### config.mk
export PLATFORM = sky130hd
export DESIGN_NAME = imm_narrow_seq
export DESIGN_NICKNAME = d
export VERILOG_FILES = /design/src/rtl/imm_narrow_seq.sv
export SDC_FILE = /design/constraint.sdc
export NUM_CORES = 1
export LEC_CHECK = 0
export ABC_CLOCK_PERIOD_IN_PS = 2000
export CORE_MARGIN = 10
export CORE_UTILIZATION = 48
export CTS_BUF_LIST = sky130_fd_sc_hd__clkbuf_16
export CTS_CLUSTER_SIZE = 24
export DETAILED_ROUTE_END_ITERATION = 8
export GPL_TIMING_DRIVEN = 1
export HOLD_SLACK_MARGIN = 0.1
export PLACE_DENSITY = 0.76
export SLEW_MARGIN = 20
export SYNTH_ARGS = -nofsm -noshare
export SYNTH_HDL_FRONTEND = slang
export SYNTH_SLANG_ARGS = --single-unit
### constraint.sdc
create_clock -name clk -period 2 [get_ports clk]
set_input_delay 0.2 -clock clk [delete_from_list [all_inputs] [get_ports clk]]
set_output_delay 0.2 -clock clk [all_outputs]
set_load 0.1 [all_outputs]
### src/rtl/imm_narrow_seq.sv
// Narrows a constant into one sign-extended SHORT immediate or a HI/LO pair
// of immediate fields, with valid/ready handshakes on both sides.
module imm_narrow_seq #(
   parameter int IN_W  = 16,
   parameter int OUT_W = 8,
   parameter int CNT_W = 16
) (
   input  logic             clk,
   input  logic             rst,
   input  logic             in_valid,
   output logic             in_ready,
   input  logic [IN_W-1:0]  in_value,
   output logic             out_valid,
   input  logic             out_ready,
   output logic [OUT_W-1:0] out_imm,
   output logic [1:0]       out_kind,
   output logic             out_last,
   output logic [CNT_W-1:0] cnt_short,
   output logic [CNT_W-1:0] cnt_long
);

   typedef enum logic [1:0] {
      IDLE       = 2'd0,
      EMIT_SHORT = 2'd1,
      EMIT_HI    = 2'd2,
      EMIT_LO    = 2'd3
   } state_t;

   localparam logic [1:0] KIND_SHORT = 2'b00;
   localparam logic [1:0] KIND_HI    = 2'b01;
   localparam logic [1:0] KIND_LO    = 2'b10;

   state_t           state_q, state_d;
   logic [IN_W-1:0]  hold_q, hold_d;
   logic [CNT_W-1:0] cnt_short_q, cnt_short_d;
   logic [CNT_W-1:0] cnt_long_q, cnt_long_d;
   logic             accept;
   logic             xfer;

   // A constant fits when every bit from the top down to the immediate's
   // sign bit is identical, i.e. sign extension of the low field recreates it.
   function automatic logic fits_short(input logic [IN_W-1:0] v);
      logic [IN_W-OUT_W:0] top;
      top = v[IN_W-1:OUT_W-1];
      return (&top) || !(|top);
   endfunction

   function automatic logic [CNT_W-1:0] sat_inc(input logic [CNT_W-1:0] c);
      return (&c) ? c : c + 1'b1;
   endfunction

   always_comb begin
      in_ready  = 1'b0;
      out_valid = 1'b0;
      out_imm   = '0;
      out_kind  = KIND_SHORT;
      out_last  = 1'b0;
      case (state_q)
         IDLE: begin
            in_ready = 1'b1;
         end
         EMIT_SHORT: begin
            out_valid = 1'b1;
            out_imm   = hold_q[OUT_W-1:0];
            out_kind  = KIND_SHORT;
            out_last  = 1'b1;
         end
         EMIT_HI: begin
            out_valid = 1'b1;
            out_imm   = hold_q[IN_W-1:OUT_W];
            out_kind  = KIND_HI;
            out_last  = 1'b0;
         end
         EMIT_LO: begin
            out_valid = 1'b1;
            out_imm   = hold_q[OUT_W-1:0];
            out_kind  = KIND_LO;
            out_last  = 1'b1;
         end
         default: begin
            in_ready = 1'b0;
         end
      endcase
   end

   assign accept = in_valid && in_ready;
   assign xfer   = out_valid && out_ready;

   always_comb begin
      state_d     = state_q;
      hold_d      = hold_q;
      cnt_short_d = cnt_short_q;
      cnt_long_d  = cnt_long_q;
      case (state_q)
         IDLE: begin
            if (accept) begin
               hold_d  = in_value;
               state_d = fits_short(in_value) ? EMIT_SHORT : EMIT_HI;
            end
         end
         EMIT_SHORT: begin
            if (xfer) begin
               state_d     = IDLE;
               cnt_short_d = sat_inc(cnt_short_q);
            end
         end
         EMIT_HI: begin
            if (xfer) begin
               state_d = EMIT_LO;
            end
         end
         EMIT_LO: begin
            if (xfer) begin
               state_d    = IDLE;
               cnt_long_d = sat_inc(cnt_long_q);
            end
         end
         default: begin
            state_d = IDLE;
         end
      endcase
   end

   always_ff @(posedge clk) begin
      if (rst) begin
         state_q     <= IDLE;
         hold_q      <= '0;
         cnt_short_q <= '0;
         cnt_long_q  <= '0;
      end else begin
         state_q     <= state_d;
         hold_q      <= hold_d;
         cnt_short_q <= cnt_short_d;
         cnt_long_q  <= cnt_long_d;
      end
   end

   assign cnt_short = cnt_short_q;
   assign cnt_long  = cnt_long_q;

endmodule

# After elaboration in Yosys (flattened, before gate mapping)
# Cells that the tools add are included.
dict set report classes {
  eq_ne 6
  muxes 10
  n_bitwise 2
  reduce_logical 15
  n_addsub 2
}
# op n
set ops {}
lappend ops {{16-bit by 1-bit adder with 16-bit output (second input constant)} 2}
lappend ops {{16-bit AND reduction} 2}
lappend ops {{8-bit case mux with 2 select lines} 1}
lappend ops {{3-bit AND reduction} 3}
lappend ops {{9-bit AND reduction} 1}
lappend ops {{9-bit OR reduction} 1}
lappend ops {{2-bit 2-to-1 mux} 4}
lappend ops {{2-bit case mux with 3 select lines} 1}
lappend ops {{2-bit == test (second input constant)} 2}
lappend ops {{2-bit != test (second input constant)} 2}
lappend ops {{2-bit case mux with 2 select lines} 1}
lappend ops {{1-bit 2-to-1 mux} 3}
lappend ops {{3-bit OR reduction} 1}
lappend ops {{2-bit by 1-bit == test with 1-bit output (second input constant)} 1}
lappend ops {{1-bit logical AND} 2}
lappend ops {{2-bit zero test} 1}
lappend ops {{2-bit by 1-bit != test with 1-bit output (second input constant)} 1}
lappend ops {{1-bit inverter} 2}
lappend ops {{2-bit AND reduction} 1}
lappend ops {{2-bit OR reduction} 1}
lappend ops {{1-bit zero test} 1}
lappend ops {{1-bit logical OR} 1}
dict set report totals {
  word_cells 39
  output_inout_bits 45
  input_bits 20
  regBits 50
}

# Longest topological paths before layout
dict set report depth {
  ltp_word 6
  ltp_mapped 6
  mapped_depth_nobuf 5
}

# Worst setup path before layout
# Ideal clock, no wire load.
dict set report synth_timing {
  path_type {reg2out}
  from {register state_q[0]}
  to {output out_imm[7]}
  path_buffers 2
  arrival_time_ps 2779
  required_time_ps 1800
  setup_slack_ps -979
  path_stages_with_launch 4
  cell_sequence {dfxtp_1 > buf_4 > clkbuf_1 > o21ai_0}
}
dict set report synth_via {
  elab_chain_cells 3
  word_cells_on_any_way 5
  classes_between {eq/ne (3); mux (1); reduce/logical (1)}
}
# element line
set synth_lines {}
lappend synth_lines {{from (decl)} 33} ;# state_t state_q, state_d;
lappend synth_lines {{from (signal assigned)} 131} ;# state_q <= state_d;
lappend synth_lines {{2-bit == test or 2-bit by 1-bit == test with 1-bit output (tied branches)} 58} ;# case (state_q)
lappend synth_lines {{2-bit OR reduction (no line)} -}
lappend synth_lines {{8-bit case mux with 2 select lines *} 58}
lappend synth_lines {{to (decl)} 15} ;# output logic [OUT_W-1:0] out_imm,
# Mark *: on every way between the ends. The rest lies on a longest branch, timed or not.

# Final worst setup path
dict set report layout_timing {
  from {register cnt_short_q[0] (netlist: cnt_short[0])}
  to {register cnt_short_q[12] (netlist: cnt_short[12])}
}
dict set report layout_via {
  elab_chain_cells 3
  word_cells_on_any_way 4
  classes_between {add/sub (1); bitwise (1); reduce/logical (2)}
}
# element line
set layout_lines {}
lappend layout_lines {{from (decl)} 35} ;# logic [CNT_W-1:0] cnt_short_q, cnt_short_d;
lappend layout_lines {{from (signal assigned)} 133} ;# cnt_short_q <= cnt_short_d;
lappend layout_lines {{branches (longest 3 deep; another with 16-bit by 1-bit adder with 16-bit output)} -}
# Parallel ways; which one is timed is not known.
# A chain may end at the register's enable or synchronous reset.

==> flow_metrics.env <==
export IMPL_drt_first_iter_violations=59
export IMPL_p_leak_nw=1.374
export IMPL_via_per_inst=5.584
export IMPL_post_route_period_util=0.9433
export IMPL_yosysMostFrequentCell="dfxtp_1"
export IMPL_drc_errors=0
export IMPL_ant_nets=0
export IMPL_crit_chain="ha_1 -> nand3_1 -> or3_1 -> or4_1 -> a21oi_1"
export IMPL_antenna_found_initial=0
export IMPL_nNetsFinal=398
export IMPL_slew_headroom=0.6338
export IMPL_antennaDiodeCount=0
export IMPL_cp_num_buf_inv=0
export IMPL_yosysTopAreaCell="dfxtp_1"
export IMPL_cp_slowest_cell="or4_1"
export IMPL_synth_seq_area_share=0.4036
export IMPL_drtPass1Iterations=5
export IMPL_yosysUniqueCellTypes=42
export IMPL_globalplace_congestion=0.7965
export IMPL_endpoint_kind="flip-flop"
export IMPL_max_freq_ghz=0.5300
export IMPL_fin_util=0.7109
export IMPL_cts_sinks=50
export IMPL_num_vias=2496
export IMPL_hold_violations=0
export IMPL_grt_pass1_vias=2435
export IMPL_wirelength_mm=6.698
export IMPL_grt_pass1_wl_mm=11.30
export IMPL_peakVddDrop_uv=489.1
export IMPL_hpwl_mm=5.084
export IMPL_critPathTopFamily="simple AND/OR/NAND/NOR gates"
export IMPL_core_rowCount=26
export IMPL_tns_ns=0
export IMPL_dp_cells=439
export IMPL_critPathArrivalTime_ns=2.09
export IMPL_die_w_um=91.88
export IMPL_powerDensity_mw_per_mm2=616.5
export IMPL_ys_seq_elements=50
export IMPL_ios=65
export IMPL_clk_pin_slew_worst_paths_ns=0.06
export IMPL_finalWorstPathRequiredPeriod_ns=1.887
export IMPL_gr_total_overflow=0
export IMPL_synthDominantCellAreaShare=0.4036
export IMPL_synth_nets=326
export IMPL_required_ns=2.21
export IMPL_finalNonFillerCells=447
export IMPL_grt_max_degree=31
export IMPL_synth_main_ff_cell="dfxtp_1"
export IMPL_wire_per_inst_um=14.98
export IMPL_synth_edff_count=0
export IMPL_fp_dieH_um=91.88
export IMPL_synth_avg_cell_area_um2=8.157
export IMPL_numCtsBuffers=5
export IMPL_clockRootBuffer="clkbuf_16"
export IMPL_die_area_mm2=0.008441
export IMPL_critPathLaunchType="flip-flop"
export IMPL_rsz0062_at_grt="false"
export IMPL_critical_path_max_stage_delay_ns=0.45
export IMPL_synthTopCellsByArea="dfxtp_1, a21oi_1, nand2_1"
export IMPL_drv_slew=0
export IMPL_setup_viol=0
export IMPL_htreeDepth=2
export IMPL_cts_tree="yes"
export IMPL_syn_to_final_growth_pct=44.55
export IMPL_status="finished, final reports clean"
export IMPL_critical_path_max_fanout=6
export IMPL_post_cts_buffers=0
export IMPL_async_reset_ff_frac=0
export IMPL_drive_above_1_share=0.3342
export IMPL_syn_inst=304
export IMPL_worst_pin_slew_ns=0.5494
export IMPL_hold_path_class="in2reg"
export IMPL_path_class="reg2reg"
export IMPL_skew_ns=0.007258
export IMPL_start_util=0.4918
export IMPL_drv_cap=0
export IMPL_clk_latency_ns=0.29
export IMPL_netlist_area_mm2=0.002480
export IMPL_io_buffers=64
export IMPL_ys_warn_count=0
export IMPL_grt_usage=0.1580
export IMPL_core_area_mm2=0.005042
export IMPL_clk_path_buf_depth=2
export IMPL_netlist_top_cells_count="dfxtp_1, nand2_1, a21oi_1"
-- worst reg2reg max path: stages (launching register included) --
cell     delay [ns]
dfxtp_4        0.37
ha_1           0.19
nand3_1        0.20
or3_1          0.44
or4_1          0.45
a21oi_1        0.16
-- stage by stage --
step / hold WS [ns] / power [mW] / cell area [um^2] / worst slack (ns)
final: 0.4050 / 2.210 / 3585 / 0.1134
after global routing: 0.4418 / 2.291 / 3585 / 0.008791
after CTS: 0.4043 / 2.218 / 3580 / 0.07851
after detailed placement: 0.4465 / 1.424 / 3438 / -0.03694
after global placement: 0.4440 / 1.420 / 3438 / 0.02498
after floorplan: 0.3360 / 1.271 / 2603 / -0.2598
-- layout make-up --
cell class / instances / area [um^2]
clock inverter: 3 / 13.76
clock buffer: 5 / 125.1
timing repair buffer: 82 / 820.8
multi-input combinational: 227 / 1419
fill: 386 / 1458
sequential: 50 / 1081
tap: 70 / 87.58
inverter: 10 / 37.54
-- path summary, 6_finish.rpt --
path	start	endpoint	slack [ns]	cells after the start
min	rst	cnt_long[7]	0.40	2
min reg2reg	hold_q[4]	hold_q[4]	0.46	2
max	cnt_short[0]	cnt_short[12]	0.11	5
max reg2reg	cnt_short[0]	cnt_short[12]	0.11	5
-- cells in the final DEF, fill, tap and decap left out, types with 8 or more instances in the layout --
cell type / instances
nor3_1: 8
o31ai_1: 11
or3_1: 8
nor2_1: 13
nand3_1: 13
buf_12: 13
dfxtp_1: 18
inv_1: 11
dfxtp_4: 16
or4_1: 12
a21oi_1: 38
buf_4: 50
nand2_1: 49
dfxtp_2: 16
clkdlybuf4s50_1: 18
-- routing by layer --
metal	up-vias	GRT usage	part of all wire
met5	-	0	0
met4	0	0.04370	0.0078
met3	8	0.07009	0.076
met2	42	0.2676	0.49
met1	1166	0.1756	0.43
li1	1280	-	-
-- power breakdown --
part	switching, mW	total [mW]	leakage (nW)	internal, mW
Combinational	0.239	0.382	0.873	0.143
Clock	0.353	0.808	0.0748	0.455
Sequential	0.0195	1.02	0.427	1.00
-- registers in the layout (all words and copies together), names as in the netlist --
register / flops
state_q: 2
cnt_short: 16
hold_q: 16
cnt_long: 16
-- cells by family after synthesis --
kind of cell	Yosys count	share of synthesized area
adder cells (fa/ha/maj)	2	0.01009
flip-flops	50	0.4036
buffers and inverters	27	0.04390
multiplexers	8	0.03532
AO/OA/AOI/OAI	78	0.2003
AND/OR/NAND/NOR	139	0.3068
-- timing repair --
| item | in CTS | in global routing |
|---|---|---|
| setup endpoints to repair | 8 | 1 |
| resized for setup | 1 | 1 |
| hold buffers | 0 | 0 |
Power figures use the tool's default switching activity.
